<file path="src/rtl/div_unit.sv">
// Multi-cycle radix-2 restoring divider for DIV/DIVU in the execute stage.
// result_o = {remainder, quotient}, valid while ready_o is high; start_i is held until consumed.
module div_unit #(
    parameter int DATA_W = 32
) (
    input  logic                clk,
    input  logic                rst,
    input  logic                signed_div_i,
    input  logic [DATA_W-1:0]   opdata1_i,
    input  logic [DATA_W-1:0]   opdata2_i,
    input  logic                start_i,
    input  logic                annul_i,
    output logic [2*DATA_W-1:0] result_o,
    output logic                ready_o
);

    localparam int               CNT_W     = $clog2(DATA_W) + 1;
    localparam logic [CNT_W-1:0] LAST_STEP = CNT_W'(DATA_W - 1);

    typedef enum logic [1:0] {FREE, BYZERO, ON, END} state_t;

    state_t state, state_nxt;

    logic [CNT_W-1:0]  cnt;
    logic [DATA_W-1:0] dividend;
    logic [DATA_W-1:0] divisor;
    logic [DATA_W-1:0] rem;
    logic [DATA_W-1:0] quot;
    logic              sign1;
    logic              sign2;

    logic              accept;
    logic              last_step;
    logic [DATA_W-1:0] abs1;
    logic [DATA_W-1:0] abs2;
    logic [DATA_W:0]   trial;
    logic [DATA_W:0]   diff;
    logic              q_bit;
    logic [DATA_W-1:0] rem_step;
    logic [DATA_W-1:0] quot_step;
    logic [DATA_W-1:0] rem_fix;
    logic [DATA_W-1:0] quot_fix;

    assign accept    = start_i && !annul_i;
    assign last_step = (cnt == LAST_STEP);

    assign abs1 = (signed_div_i && opdata1_i[DATA_W-1]) ? -opdata1_i : opdata1_i;
    assign abs2 = (signed_div_i && opdata2_i[DATA_W-1]) ? -opdata2_i : opdata2_i;

    // The trial remainder is one bit wider so divisors with the MSB set still compare correctly.
    assign trial     = {rem, dividend[DATA_W-1]};
    assign diff      = trial - {1'b0, divisor};
    assign q_bit     = ~diff[DATA_W];
    assign rem_step  = q_bit ? diff[DATA_W-1:0] : trial[DATA_W-1:0];
    assign quot_step = {quot[DATA_W-2:0], q_bit};

    // Signs are latched as zero for DIVU, so the fix-up is a no-op there.
    assign quot_fix = (sign1 ^ sign2) ? -quot_step : quot_step;
    assign rem_fix  = sign1 ? -rem_step : rem_step;

    always_ff @(posedge clk) begin
        if (rst) begin
            state <= FREE;
        end else begin
            state <= state_nxt;
        end
    end

    always_comb begin
        state_nxt = state;
        case (state)
            FREE: begin
                if (accept) begin
                    state_nxt = (opdata2_i == '0) ? BYZERO : ON;
                end
            end
            BYZERO: state_nxt = END;
            ON: begin
                if (annul_i) begin
                    state_nxt = FREE;
                end else if (last_step) begin
                    state_nxt = END;
                end
            end
            END: begin
                if (!start_i) begin
                    state_nxt = FREE;
                end
            end
            default: state_nxt = FREE;
        endcase
    end

    // A divide-by-zero enters END with ready_o low; it rises on the following edge.
    always_ff @(posedge clk) begin
        if (rst) begin
            cnt      <= '0;
            dividend <= '0;
            divisor  <= '0;
            rem      <= '0;
            quot     <= '0;
            sign1    <= 1'b0;
            sign2    <= 1'b0;
            result_o <= '0;
            ready_o  <= 1'b0;
        end else begin
            case (state)
                FREE: begin
                    ready_o  <= 1'b0;
                    result_o <= '0;
                    cnt      <= '0;
                    rem      <= '0;
                    quot     <= '0;
                    if (accept && opdata2_i != '0) begin
                        dividend <= abs1;
                        divisor  <= abs2;
                        sign1    <= signed_div_i & opdata1_i[DATA_W-1];
                        sign2    <= signed_div_i & opdata2_i[DATA_W-1];
                    end
                end
                ON: begin
                    if (!annul_i) begin
                        rem      <= rem_step;
                        quot     <= quot_step;
                        dividend <= {dividend[DATA_W-2:0], 1'b0};
                        cnt      <= cnt + 1'b1;
                        if (last_step) begin
                            result_o <= {rem_fix, quot_fix};
                            ready_o  <= 1'b1;
                        end
                    end
                end
                END: begin
                    if (start_i) begin
                        ready_o <= 1'b1;
                    end else begin
                        ready_o  <= 1'b0;
                        result_o <= '0;
                    end
                end
                default: begin
                end
            endcase
        end
    end

endmodule

</file>
<file path="config.mk">
export PLATFORM = sky130hd
export DESIGN_NAME = div_unit
export DESIGN_NICKNAME = d
export VERILOG_FILES = /design/src/rtl/div_unit.sv
export SDC_FILE = /design/constraint.sdc
export NUM_CORES = 1
export LEC_CHECK = 0
export ABC_CLOCK_PERIOD_IN_PS = 6800
export CAP_MARGIN = 5
export CORE_UTILIZATION = 55
export CTS_CLUSTER_DIAMETER = 40
export DETAILED_ROUTE_END_ITERATION = 8
export HOLD_SLACK_MARGIN = 0.08
export PLACE_DENSITY = 0.78
export SYNTH_ARGS = -nofsm -noshare
export SYNTH_HDL_FRONTEND = slang
export SYNTH_SLANG_ARGS = --single-unit
</file>
<file path="constraint.sdc">
create_clock -name clk -period 6.8 [get_ports clk]
set_input_delay 1.02 -clock clk [delete_from_list [all_inputs] [get_ports clk]]
set_output_delay 1.02 -clock clk [all_outputs]
set_load 0.02 [all_outputs]
</file>
**Yosys cells after proc, flatten, opt, wreduce, memory -nomap -nowiden**

Cells that the tools add are included.

- Flip-flop bits (word level): 202
- Input port bits: 69
- Output and inout bits: 65

- Add/sub/neg operators: 6
- Equal/unequal tests: 10
- Mux-type cells: 28
- Bitwise operators: 4
- Reduce and logical (&&, ||, !) cells: 16

Operators with widths:

| operator | number |
|---|---|
| two-way mux 32 bit | 8 |
| two-way mux 64 bit | 3 |
| one-hot mux 64 bit (3 select lines) | 1 |
| negation 32 bit | 4 |
| one-hot mux 32 bit (2 select lines) | 2 |
| one-hot mux 31 bit (2 select lines) | 1 |
| subtractor 33 x 32 -> 33 bit | 1 |
| zero test 32 bit | 1 |
| nonzero test 32 bit | 1 |
| two-way mux 31 bit | 1 |
| one-hot mux 6 bit (2 select lines) | 1 |
| two-way mux 2 bit | 5 |
| != test 2 bit, second input constant | 5 |
| AND reduction 3 bit | 3 |
| one-hot mux 2 bit (4 select lines) | 1 |
| adder 6 x 1 -> 6 bit, second input constant | 1 |
| equality test 6 x 5 -> 1 bit, second input constant | 1 |
| two-way mux 6 bit | 1 |
| equality test 2 bit, second input constant | 2 |
| logical AND 1 bit | 4 |
| AND reduction 2 bit | 2 |
| AND reduction 4 bit | 1 |
| two-way mux 1 bit | 3 |
| != test 3 bit, second input constant | 1 |
| other kinds (9) | 10 |

**Depth between registers and ports, before layout**

- Depth in word-level cells: 7
- Mapped depth: 26
- Gate-level depth less buffers: 24

**Worst setup path after synthesis**

No wires, ideal clock.

- Path type: register to register
- Start: register dividend[31]
- End: register result_o[62]
- Setup time: 0.127 ns
- Data arrival time: 4.862 ns
- Data required time: 6.673 ns
- Path slack: 1.811 ns
- Cell stages (with the launch flop): 27
- Buffers on the path: 3
- Cells stage by stage: dfxtp_1 inv_1 ha_1 inv_1 fa_1 nand3_2 a211oi_4 o21bai_2 a2111oi_4 o21ba_2 nor2_2 inv_2 clkbuf_1 buf_2 buf_2 o21ai_0 inv_1 ha_1 inv_1 or3_1 nor3_1 nand2_1 nor4_1 o221ai_1 o41ai_2 xor2_1 o21ai_1

- Word-level cells in the longest chain between the ends: 7

Ends and longest elaborated chain:

| item | line | text |
|---|---|---|
| start: declaration | 25 | `logic [DATA_W-1:0] dividend;` |
| start signal: assignment | 115 | `dividend <= abs1;` |
| start signal: assignment | 125 | `dividend <= {dividend[DATA_W-2:0], 1'b0};` |
| subtractor 33 x 32 -> 33 bit | 52 | `assign diff = trial - {1'b0, divisor};` |
| two-way mux 32 bit (*) | 54 | `assign rem_step = q_bit ? diff[DATA_W-1:0] : trial[DATA_W-1:0];` |
| negation 32 bit | 59 | `assign rem_fix = sign1 ? -rem_step : rem_step;` |
| two-way mux 32 bit (*) | 59 |  |
| two-way mux 64 bit (*) | 127 | `if (last_step) begin` |
| two-way mux 64 bit (*) | 122 | `if (!annul_i) begin` |
| one-hot mux 64 bit (3 select lines) (*) | 107 | `case (state)` |
| end signal: assignment | 128 | `result_o <= {rem_fix, quot_fix};` |
| end: declaration | 13 | `output logic [2*DATA_W-1:0] result_o,` |

Every way passes the cells marked *; elsewhere a longest branch is shown, timed or not. The select of a mux whose other input is x is not followed.
A chain may end at the register's enable or synchronous reset.

**Worst setup path after layout**

Ends and elaborated chain as after synthesis.

==> report_table.html <==
<table>
<tr><th>Metric</th><th>Value</th></tr>
<tr><th colspan="2">Run status</th></tr>
<tr><td>Run status</td><td>completed</td></tr>
<tr><th colspan="2">Floorplan</th></tr>
<tr><td>Initial core utilization</td><td>56.8%</td></tr>
<tr><td>Number of top-level design ports</td><td>134</td></tr>
<tr><td>Height of the die</td><td>156 um</td></tr>
<tr><td>Chip Width</td><td>156 um</td></tr>
<tr><td>Die Outline Area</td><td>24200 um^2</td></tr>
<tr><td>Core area</td><td>22800 um^2</td></tr>
<tr><td>Standard-cell rows</td><td>55</td></tr>
<tr><th colspan="2">Synth</th></tr>
<tr><td>Fraction of synthesis flops using an asynchronous set or reset pin</td><td>0%</td></tr>
<tr><td>Total of warnings raised by yosys</td><td>0</td></tr>
<tr><td>Mean Syn Cell Area</td><td>7.48 um^2</td></tr>
<tr><td>Register bit count reported by yosys</td><td>202</td></tr>
<tr><td>Post-synthesis instance area</td><td>13000 um^2</td></tr>
<tr><td>Total nets after synthesis</td><td>1840</td></tr>
<tr><td>Number of synthesized flops with an enable pin</td><td>0</td></tr>
<tr><td>Cell taking the most area after synthesis</td><td>sky130_fd_sc_hd__dfxtp_1</td></tr>
<tr><td>Area contributors post-synth</td><td>sky130_fd_sc_hd__dfxtp_1, sky130_fd_sc_hd__nand2_1, sky130_fd_sc_hd__a21oi_1</td></tr>
<tr><td>Predominant post-synthesis flop cell</td><td>sky130_fd_sc_hd__dfxtp_1</td></tr>
<tr><td>Post-Synthesis Cells</td><td>1733</td></tr>
<tr><td>Ranking of synthesized cells by instance count</td><td>sky130_fd_sc_hd__nand2_1, sky130_fd_sc_hd__nor2_1, sky130_fd_sc_hd__dfxtp_1</td></tr>
<tr><td>Top-area cell type share of the netlist area</td><td>31.2%</td></tr>
<tr><td>Dominant cell by count in the synthesized netlist</td><td>sky130_fd_sc_hd__nand2_1</td></tr>
<tr><td>Distinct cell type count after synthesis</td><td>90</td></tr>
<tr><td>Sequential area share after synthesis</td><td>31.2%</td></tr>
<tr><th colspan="2">Clock network</th></tr>
<tr><td>CTS hold repair buffers</td><td>0</td></tr>
<tr><td>Worst-skew pair later-pin latency</td><td>0.57 ns</td></tr>
<tr><td>Clock root buffer</td><td>sky130_fd_sc_hd__clkbuf_16</td></tr>
<tr><td>Clock Pin Slew Worst Setup and Hold Paths</td><td>0.06 ns</td></tr>
<tr><td>CTS Buf Count</td><td>30</td></tr>
<tr><td>Number of H-tree branching levels</td><td>1</td></tr>
<tr><td>Resized cells post-CTS</td><td>0</td></tr>
<tr><td>Sink count of the clock tree</td><td>202</td></tr>
<tr><td>Setup Fix Bufs, Post-CTS</td><td>0</td></tr>
<tr><td>CTS tree</td><td>yes</td></tr>
<tr><td>Buffer levels on the longest clock path</td><td>3</td></tr>
<tr><th colspan="2">Route</th></tr>
<tr><td>Violation count after the first detailed-routing iteration</td><td>1185</td></tr>
<tr><td>Max layer used</td><td>met4</td></tr>
<tr><td>Post-detailed-route wirelength per cell</td><td>18.2 um</td></tr>
<tr><td>M1 wire length</td><td>18100 um</td></tr>
<tr><td>Met2 WL post-DR</td><td>17300 um</td></tr>
<tr><td>Per-cell via count in the routed design</td><td>6.10</td></tr>
<tr><td>Met3 WL post-DR</td><td>2570 um</td></tr>
<tr><td>Count of TritonRoute iterations in the first routing pass</td><td>5</td></tr>
<tr><td>Total via count in the routed design</td><td>13081</td></tr>
<tr><td>Wirelength, routed</td><td>39000 um</td></tr>
<tr><td>Post-route DRC violation count</td><td>0</td></tr>
<tr><td>Remaining antenna violation count</td><td>0</td></tr>
<tr><th colspan="2">Setup path</th></tr>
<tr><td>CP endpoint kind</td><td>flop</td></tr>
<tr><td>Slowest-stage cell, CP</td><td>sky130_fd_sc_hd__nor3_1</td></tr>
<tr><td>Worst Path Required</td><td>7.21 ns</td></tr>
<tr><td>Startpoint type of the worst setup path</td><td>flop</td></tr>
<tr><td>Type of the worst setup path</td><td>reg -&gt; reg</td></tr>
<tr><td>Cell with the most instances on the worst path</td><td>sky130_fd_sc_hd__inv_1</td></tr>
<tr><td>Crit Path Max Fanout</td><td>48</td></tr>
<tr><td>Max incr delay on CP</td><td>0.47 ns</td></tr>
<tr><td>Arrival time worst endpoint</td><td>5.88 ns</td></tr>
<tr><th colspan="2">Timing</th></tr>
<tr><td>Final-report setup violation count</td><td>0</td></tr>
<tr><td>Highest achievable clock rate</td><td>183 MHz</td></tr>
<tr><td>Final hold violation count</td><td>0</td></tr>
<tr><td>Share of the cycle needed by the critical path after routing</td><td>80.5%</td></tr>
<tr><td>Post-layout min period</td><td>5.47 ns</td></tr>
<tr><td>Setup Skew</td><td>0.0233 ns</td></tr>
<tr><td>Slew margin rel.</td><td>20.8%</td></tr>
<tr><td>Transition time at the pin with the least slew margin</td><td>1.18 ns</td></tr>
<tr><td>Pins Over Slew Limit</td><td>0</td></tr>
<tr><td>Unrepaired setup endpoints after global routing</td><td>no</td></tr>
<tr><td>Total Negative Setup Slacks</td><td>0 ns</td></tr>
<tr><th colspan="2">Placement</th></tr>
<tr><td>Weighted congestion reported at the end of routability-driven placement</td><td>1.01</td></tr>
<tr><td>Detailed-placement wirelength estimate</td><td>28400 um</td></tr>
<tr><td>Number of port buffers</td><td>133</td></tr>
<tr><td>Placed cell areas</td><td>14400 um^2</td></tr>
<tr><th colspan="2">Cells and area</th></tr>
<tr><td>Diodes inserted</td><td>0</td></tr>
<tr><td>Fraction of final layout cells with drive strength greater than 1</td><td>6.39%</td></tr>
<tr><td>Post-layout nets</td><td>1915</td></tr>
<tr><td>Area overhead of the layout relative to synthesis</td><td>19.5%</td></tr>
<tr><td>Final instance area</td><td>15500 um^2</td></tr>
<tr><th colspan="2">Power and ir drop</th></tr>
<tr><td>Reported leakage power</td><td>5.70 nW</td></tr>
<tr><td>Worst-case vdd ir drop</td><td>0.180 mV</td></tr>
<tr><td>Power density relative to cell area</td><td>223 nW/um^2</td></tr>
<tr><th colspan="2">Job</th></tr>
<tr><td>Max_cap viols</td><td>0</td></tr>
<tr><th colspan="2">Global routing</th></tr>
<tr><td>Wire length of the first global-routing pass</td><td>62000 um</td></tr>
<tr><td>Global-route congestion overflow total</td><td>0</td></tr>
<tr><td>Via count of the first global-routing pass</td><td>11815</td></tr>
<tr><td>Antenna violations before repair</td><td>0</td></tr>
<tr><td>Global Route Usage Sum</td><td>32.0%</td></tr>
<tr><td>Largest net degree at the start of global routing</td><td>94</td></tr>
<tr><th colspan="2">Min path</th></tr>
<tr><td>Hold WC Path Type</td><td>reg -&gt; reg</td></tr>
</table>
[placed cells by master (no fill, tap or decap), types with 30 or more instances in the layout]
cell type and count:
sky130_fd_sc_hd__a211oi_1 36, sky130_fd_sc_hd__a21oi_1 160, sky130_fd_sc_hd__a31oi_1 34, sky130_fd_sc_hd__clkbuf_16 30, sky130_fd_sc_hd__clkdlybuf4s50_1 132, sky130_fd_sc_hd__dfxtp_1 202, sky130_fd_sc_hd__ha_1 37, sky130_fd_sc_hd__inv_1 51
sky130_fd_sc_hd__nand2_1 218, sky130_fd_sc_hd__nand3_1 64, sky130_fd_sc_hd__nor2_1 201, sky130_fd_sc_hd__nor3_1 41, sky130_fd_sc_hd__o211ai_1 37, sky130_fd_sc_hd__o21ai_0 78, sky130_fd_sc_hd__or3_1 30, sky130_fd_sc_hd__xnor2_1 65
sky130_fd_sc_hd__xor2_1 60
[area by class of cell]
cell class,count,area [um^2]
Multi-Input combinational cell,1371,8330
Fill cell,2028,7350
Sequential cell,202,4040
Timing Repair Buffer,150,1460
Clock buffer,34,786
Tap cell,313,392
Clock inverter,22,294
Inverter,53,199
[power by group]
part           internal, mW  total, mW  switching, mW
Clock                 0.974       1.61          0.634
Sequential             1.22       1.23         0.0164
Combinational         0.213      0.608          0.396
Total                  2.40       3.45           1.05
[final timing paths]
| check | start | end | slack (ns) | depth (start not counted) |
|---|---|---|---|---|
| setup / recovery | dividend[31] | result_o[62] | 1.33 | 25 |
| hold / removal | result_o[50] | result_o[50] | 0.45 | 2 |
| setup reg to reg | dividend[31] | result_o[62] | 1.33 | 25 |
| hold reg to reg | result_o[50] | result_o[50] | 0.45 | 2 |
[cells by family (layout without fill, tap and decap cells)]
kind of cell / count (synthesis) / in the layout / synth area share [%]
XOR/XNOR: 125 / 125 / 8.44
buffers and inverters: 160 / 259 / 4.83
multiplexers: 23 / 23 / 1.80
AND/OR/NAND/NOR: 666 / 666 / 23.7
adder cells (fa/ha/maj): 38 / 38 / 3.72
flip-flops: 202 / 202 / 31.2
AO/OA/AOI/OAI: 519 / 519 / 26.3
[through the flow]
stage / setup WS, ns / std cells / util, % / power, mW / hold WS [ns]
floorplan: 1.81 / 1733 / - / 1.67 / 0.432
global placement: 1.57 / 2089 / 63.1 / 1.85 / 0.433
detailed placement: 1.45 / 2089 / 63.1 / 1.85 / 0.441
CTS: 1.41 / 2145 / 67.8 / 3.45 / 0.451
global route: 0.916 / 2145 / 67.8 / 3.57 / 0.465
finish: 1.33 / 2145 / 67.8 / 3.45 / 0.449
[metal layers]
layer / up-vias / track usage (%)
met4: 0 / 10.4
met1: 6127 / 45.7
met5: - / 0
li1: 6384 / -
met2: 502 / 50.0
met3: 68 / 3.97
[worst max-delay path: cells and delay by family (launching register included)]
family / cells / cell delay, ns
XOR/XNOR: 1 / 0.18
flip-flops: 1 / 0.40
adder cells (fa/ha/maj): 3 / 0.61
AO/OA/AOI/OAI: 8 / 1.85
AND/OR/NAND/NOR: 7 / 1.65
buffers and inverters: 6 / 0.63
[sequential cells by signal, summed over array words and instances, names as in the netlist]
name,count
ready_o,1
sign2,1
dividend,32
quot,31
cnt,6
sign1,1
divisor,32
state,2
result_o,64
rem,32
No activity file was read; power rests on OpenSTA's default activity.
